`config.mk`:
```
export PLATFORM = sky130hd
export DESIGN_NAME = posted_store_buffer
export DESIGN_NICKNAME = d
export VERILOG_FILES = /design/src/rtl/posted_store_buffer.sv
export SDC_FILE = /design/constraint.sdc
export NUM_CORES = 1
export LEC_CHECK = 0
export ABC_CLOCK_PERIOD_IN_PS = 4500
export BUFFER_PORTS_ARGS = -buffer_cell sky130_fd_sc_hd__buf_2
export CAP_MARGIN = 15
export CORE_MARGIN = 10
export CORE_UTILIZATION = 34
export CTS_CLUSTER_SIZE = 12
export DETAILED_ROUTE_END_ITERATION = 16
export SLEW_MARGIN = 25
export SYNTH_ARGS = -nofsm -noshare
export SYNTH_HDL_FRONTEND = slang
export SYNTH_SLANG_ARGS = --single-unit
```
`constraint.sdc`:
```
create_clock -name clk -period 4.5 [get_ports clk]
set_input_delay 0.45 -clock clk [delete_from_list [all_inputs] [get_ports clk]]
set_output_delay 0.45 -clock clk [all_outputs]
set_load 0.02 [all_outputs]
```
`src/rtl/posted_store_buffer.sv`:
```
// Posted-write buffer between the load/store unit and slow memory/peripheral
// controllers. Stores are accepted in one cycle and drained in order through
// a trigger/busy handshake. Loads are checked against the pending stores:
// an exact match is forwarded, and any other overlap is flagged as a conflict.
module posted_store_buffer #(
  parameter int DEPTH  = 4,
  parameter int ADDR_W = 32,
  parameter int DATA_W = 32,
  parameter int FWD_EN = 1
) (
  input  logic                       clk,
  input  logic                       cpu_rst,
  input  logic                       st_valid,
  input  logic [ADDR_W-1:0]          st_addr,
  input  logic [DATA_W-1:0]          st_data,
  input  logic [1:0]                 st_width,
  output logic                       st_ready,
  input  logic                       ld_valid,
  input  logic [ADDR_W-1:0]          ld_addr,
  input  logic [1:0]                 ld_width,
  output logic                       ld_hit,
  output logic [DATA_W-1:0]          ld_data,
  output logic                       ld_conflict,
  output logic                       mem_trigger,
  output logic [ADDR_W-1:0]          mem_addr,
  output logic [DATA_W-1:0]          mem_data,
  output logic [1:0]                 mem_width,
  input  logic                       mem_busy,
  output logic [$clog2(DEPTH+1)-1:0] count,
  output logic                       empty
);

  localparam int IDX_W = $clog2(DEPTH);
  localparam int PTR_W = IDX_W + 1;
  localparam int CNT_W = $clog2(DEPTH + 1);

  typedef enum logic [1:0] {
    IDLE      = 2'd0,
    ISSUE     = 2'd1,
    WAIT_BUSY = 2'd2,
    WAIT_DONE = 2'd3
  } state_t;

  state_t state_q, state_d;

  logic [PTR_W-1:0]  head_q, tail_q;
  logic [PTR_W-1:0]  occupancy;
  logic              full;
  logic              push, pop;

  logic [ADDR_W-1:0] addr_mem  [DEPTH];
  logic [DATA_W-1:0] data_mem  [DEPTH];
  logic [1:0]        width_mem [DEPTH];

  // Keep only the bytes the load asks for; data is right-aligned.
  function automatic logic [DATA_W-1:0] mask_width(input logic [DATA_W-1:0] d,
                                                   input logic [1:0]        w);
    logic [DATA_W-1:0] m;
    m = '1;
    case (w)
      2'b00:   m = DATA_W'(8'hFF);
      2'b01:   m = DATA_W'(16'hFFFF);
      default: m = '1;
    endcase
    return d & m;
  endfunction

  function automatic logic word_match(input logic [ADDR_W-1:0] a,
                                      input logic [ADDR_W-1:0] b);
    return a[ADDR_W-1:2] == b[ADDR_W-1:2];
  endfunction

  // The extra pointer MSB separates full (MSBs differ) from empty (equal).
  assign occupancy = tail_q - head_q;
  assign count     = CNT_W'(occupancy);
  assign empty     = (head_q == tail_q);
  assign full      = (head_q[PTR_W-1] != tail_q[PTR_W-1]) &&
                     (head_q[IDX_W-1:0] == tail_q[IDX_W-1:0]);
  assign st_ready  = !full;
  assign push      = st_valid && st_ready;

  // Head entry is shown to the controller; zero when nothing is pending.
  assign mem_addr  = empty ? '0 : addr_mem[head_q[IDX_W-1:0]];
  assign mem_data  = empty ? '0 : data_mem[head_q[IDX_W-1:0]];
  assign mem_width = empty ? '0 : width_mem[head_q[IDX_W-1:0]];

  // Pointer update: push advances tail, completed drain advances head.
  always_ff @(posedge clk or negedge cpu_rst) begin
    if (!cpu_rst) begin
      head_q <= '0;
      tail_q <= '0;
    end else begin
      if (push) tail_q <= tail_q + 1'b1;
      if (pop)  head_q <= head_q + 1'b1;
    end
  end

  // Entry storage write on push.
  // NOTE: storage is deliberately not reset; the pointers alone define which
  // entries are valid, so stale contents are never observed.
  always_ff @(posedge clk) begin
    if (push) begin
      addr_mem[tail_q[IDX_W-1:0]]  <= st_addr;
      data_mem[tail_q[IDX_W-1:0]]  <= st_data;
      width_mem[tail_q[IDX_W-1:0]] <= st_width;
    end
  end

  // Load lookup: walk oldest to youngest so the youngest match wins, with the
  // incoming store treated as younger than everything stored.
  always_comb begin
    logic              found;
    logic              exact;
    logic [DATA_W-1:0] sel_data;
    logic [IDX_W-1:0]  idx;
    // NOTE: every variable gets a default first so no latch is inferred.
    found       = 1'b0;
    exact       = 1'b0;
    sel_data    = '0;
    idx         = '0;
    ld_hit      = 1'b0;
    ld_conflict = 1'b0;
    ld_data     = '0;
    for (int k = 0; k < DEPTH; k++) begin
      idx = head_q[IDX_W-1:0] + IDX_W'(k);
      if ((PTR_W'(k) < occupancy) && word_match(addr_mem[idx], ld_addr)) begin
        found    = 1'b1;
        exact    = (addr_mem[idx] == ld_addr) && (width_mem[idx] == ld_width);
        sel_data = data_mem[idx];
      end
    end
    if (push && word_match(st_addr, ld_addr)) begin
      found    = 1'b1;
      exact    = (st_addr == ld_addr) && (st_width == ld_width);
      sel_data = st_data;
    end
    if (ld_valid && cpu_rst && found) begin
      if (exact && (FWD_EN != 0)) begin
        ld_hit  = 1'b1;
        ld_data = mask_width(sel_data, ld_width);
      end else begin
        ld_conflict = 1'b1;
      end
    end
  end

  // Drain FSM state register.
  // NOTE: sequential state uses non-blocking assignments only.
  always_ff @(posedge clk or negedge cpu_rst) begin
    if (!cpu_rst) state_q <= IDLE;
    else          state_q <= state_d;
  end

  // Drain FSM next-state logic.
  always_comb begin
    state_d = state_q;
    case (state_q)
      IDLE:      if (!empty && !mem_busy) state_d = ISSUE;
      ISSUE:     state_d = WAIT_BUSY;
      WAIT_BUSY: if (mem_busy)  state_d = WAIT_DONE;
      WAIT_DONE: if (!mem_busy) state_d = IDLE;
      default:   state_d = IDLE;
    endcase
  end

  // Drain FSM outputs: trigger pulse and head pop at write completion.
  always_comb begin
    mem_trigger = (state_q == ISSUE);
    pop         = (state_q == WAIT_DONE) && !mem_busy;
  end

endmodule

```
==> impl_results.md <==
* Status: finished, violations left
* Failing checks: negative setup slack
* CP peak stage delay at about 0.5 ns
* Die extent in x at 257 microns
* Synthesized flop and latch total at 272
* Number of global-route vias before repair at 14,500
* Post-Synthesis Cells at 1,441
* GRT Residual Overflow at 0
* Leading cell types in the layout, fill and taps excluded: edfxtp_1 (264), mux4_2 (188), buf_2 (188)
* First-pass GRT wire length at approximately 94,000 microns
* Total GRT Usage at 18.7%
* Share of cells above drive strength 1 at 43.9%
* Async S/R FF share, synth at about 2.9%
* Hold Path Cell Cnt at 1
* Crit path kind: reg -> out
* Drt via density at 5.96
* Final Cycle Share at 109%
* Worst R2R Path Depth at 6
* Worst EP arrival at ~4.5 ns
* Boundary pin count at 211
* Initial Util at 34.4%
* H-tree lvl count at 2
* Largest net degree at the start of global routing at 80
* Final hold viol count at 0
* Clock Path Buffers at 3
* Crit path setup slack, layout at -0.399 ns
* Mapped Area at 0.0190 sq mm
* Clk_lat worst skew at 0.55 ns
* Drt pass-1 iters at 7
* Most common cell after layout, fill and taps aside: edfxtp_1
* Cell Chain, Critical Path: ha_4 -> buf_6 -> buf_12 -> mux4_2 -> xnor2_1 -> nand4_1 -> nor4_4 -> and2_4 -> o211ai_1 -> a21boi_4 -> buf_12 -> buf_12 -> o311a_1 -> buf_6
* Total of fill cells in the finished design at approximately 5,000
* Pwr/cell area at 774 mW/mm^2
* Distinct cells, synth at 62
* Crit start category: register
* Final antenna-violating net count at 0
* Wire length after detailed routing at about 65,000 microns
* Synth Warn # at 0
* Critical Path Fanout Max at 18
* Most used cell, CP: buf_12
* Slew headroom at around two fifths
* Root buf cell: clkbuf_16
* Clock transition at path regs at about 0.06 ns
* Die Ht at 257 microns
* DR vias at 14,600
* Crit. End Element: output port
* FP Rows at 86
* EDFF count, synth at 264
* Die area at 0.0659 sq mm
* Layout area overhead at 25.5%
* Hold Worst Slack at between 0.1 and 0.15 ns
* Drt initial violations at 1,496
* WP buf/inv at 5
* FMAX at 204 MHz
* Total power at 18.5 mW
* Initial antenna violation count at 6
* Core area at 0.0553 sq mm
* Seq/Total Area, Yosys at a little over two fifths
* CTS Buf Count at 35
* Crit path depth at 14
* DP Worst Slack at -0.153 ns
* Syn Nets at 1,559
* Tightest Pin Transition at 0.884 ns
* Clock Skew at roughly 0.025 ns
* Worst hold-check path type: in -> reg
* Slew Limit Fails at 0
* Max VDD drop at 0.557 mV
* Max-Cap Viols at 0
* Final setup violation count at 34
* Final nets at roughly 1,800
* Crit path max-delay family: simple AND/OR/NAND/NOR gates
* CP required at 4.05 ns
* Port bufs at 210
* CTS sink count at approximately 270
* Most used DFF post-synth: edfxtp_1
* Leakage Power at 8.40 nW
* DP Area at 0.0212 sq mm
* CP max-delay cell: dfrtp_4
* Crit path time final at 4.90 ns
* HPWL Detailed at 43,800 microns
* WL per Instance at between 20 and 30 microns
* RSZ-0062 raised after global routing: yes
* Drc violations at 0
* CTS tree: built
* Final instance area at 0.0239 sq mm
* Syn_area_per_cell at 13.2 sq um
* GP Congestion at 0.915
[power breakdown]
| part | internal [mW] | total [mW] | switching, mW |
|---|---|---|---|
| clock network | 1.58 | 2.70 | 1.12 |
| logic | 5.51 | 12.0 | 6.45 |
| registers | 3.46 | 3.86 | 0.392 |
| total | 10.6 | 18.5 | 7.96 |
[sequential cells by signal, summed over array words and instances, names as in the netlist]
| register | count |
|---|---|
| state_q | 2 |
| data_mem | 128 |
| addr_mem | 128 |
| head_q | 3 |
| width_mem | 8 |
| tail_q | 3 |
[synthesized netlist by cell type (all sizes together) (34+ instances only)]
| master | number | area (sq um) |
|---|---|---|
| inv | 44 | 165 |
| nor2 | 102 | 383 |
| o21ai | 39 | 195 |
| nor4 | 51 | 384 |
| mux2i | 51 | 510 |
| mux4 | 193 | 4370 |
| mux2 | 34 | 383 |
| a21oi | 66 | 330 |
| buf | 72 | 500 |
| edfxtp | 264 | 7930 |
| xnor2 | 133 | 1160 |
| clkbuf | 75 | 284 |
| nor2b | 35 | 219 |
| nand3 | 41 | 210 |
| o311ai | 34 | 330 |
| xor2 | 42 | 368 |
| nand2 | 44 | 168 |
[worst reg2reg max path, cell delays in order, from the launching register on]
cell	delay, ns
dfrtp_4	0.44
buf_12	0.40
inv_2	0.14
ha_1	0.33
nand3_1	0.22
and3_4	0.80
buf_4	0.42
[worst paths after layout]
| check | slack (ns) | to | startpoint |
|---|---|---|---|
| hold reg to reg | 0.49 | tail_q[2] | tail_q[2] |
| setup / recovery | -0.40 | ld_conflict | head_q[0] |
| max in group asynchronous | 3.91 | head_q[1] | cpu_rst |
| min in group asynchronous | 0.33 | state_q[1] | cpu_rst |
| setup reg to reg | 1.43 | addr_mem[0][25] | head_q[1] |
| hold / removal | 0.13 | addr_mem[0][8] | st_addr[8] |
[metrics by stage]
| step | utilization (%) | setup TNS, ns | cells |
|---|---|---|---|
| after detailed placement | 38.3 | -0.964 | 2337 |
| after global placement | 38.3 | -0.378 | 2337 |
| after CTS | 41.8 | -10.95 | 2420 |
| after global routing | 43.2 | -15.50 | 2446 |
| after floorplan | - | -2.65 | 1441 |
| final | 43.2 | -10.96 | 2447 |
[cell type report]
type / instances / area [sq um] / share of cell area, %
Inverter: 44 / 165 / 0.691
Clock buffer: 39 / 912 / 3.81
Multi-Input combinational cell: 978 / 10800 / 45.3
Antenna cell: 3 / 7.51 / 0.0314
Timing Repair Buffer: 340 / 2730 / 11.4
Tap cell: 748 / 936 / 3.91
Clock inverter: 23 / 185 / 0.774
Sequential cell: 272 / 8140 / 34.0
[metal layers]
layer / track usage [%] / up-vias / share of wire [%]
met2: 30.6 / 821 / 48
met5: 0 / - / 0.037
met1: 23.4 / 7448 / 39
met4: 6.38 / 4 / 2.9
met3: 5.23 / 128 / 10
li1: - / 6186 / -
[logic make-up (layout without fill, tap and decap cells)]
logic type                 after synthesis  in the layout  share of synthesized area, %
and+or+nand+nor                        319            319                          8.76
muxes                                  278            278                          27.6
DFF                                    272            272                          42.7
AOI/OAI and AO/OA                      193            193                          7.01
buffers and inverters                  191            446                          4.99
xor gates and xnor gates               175            175                          8.05
adders and majority gates               13             13                         0.893
other                                    0              3                             0
[repair_timing]
action,4_1_cts,5_1_grt
hold buffers,1,0
cloned,7,6
resized for setup,86,95
endpoints found under the hold margin,8,0
pin swaps,22,16
setup endpoints to repair,34,34
setup buffers,13,20
No activity file was read; power rests on OpenSTA's default activity.
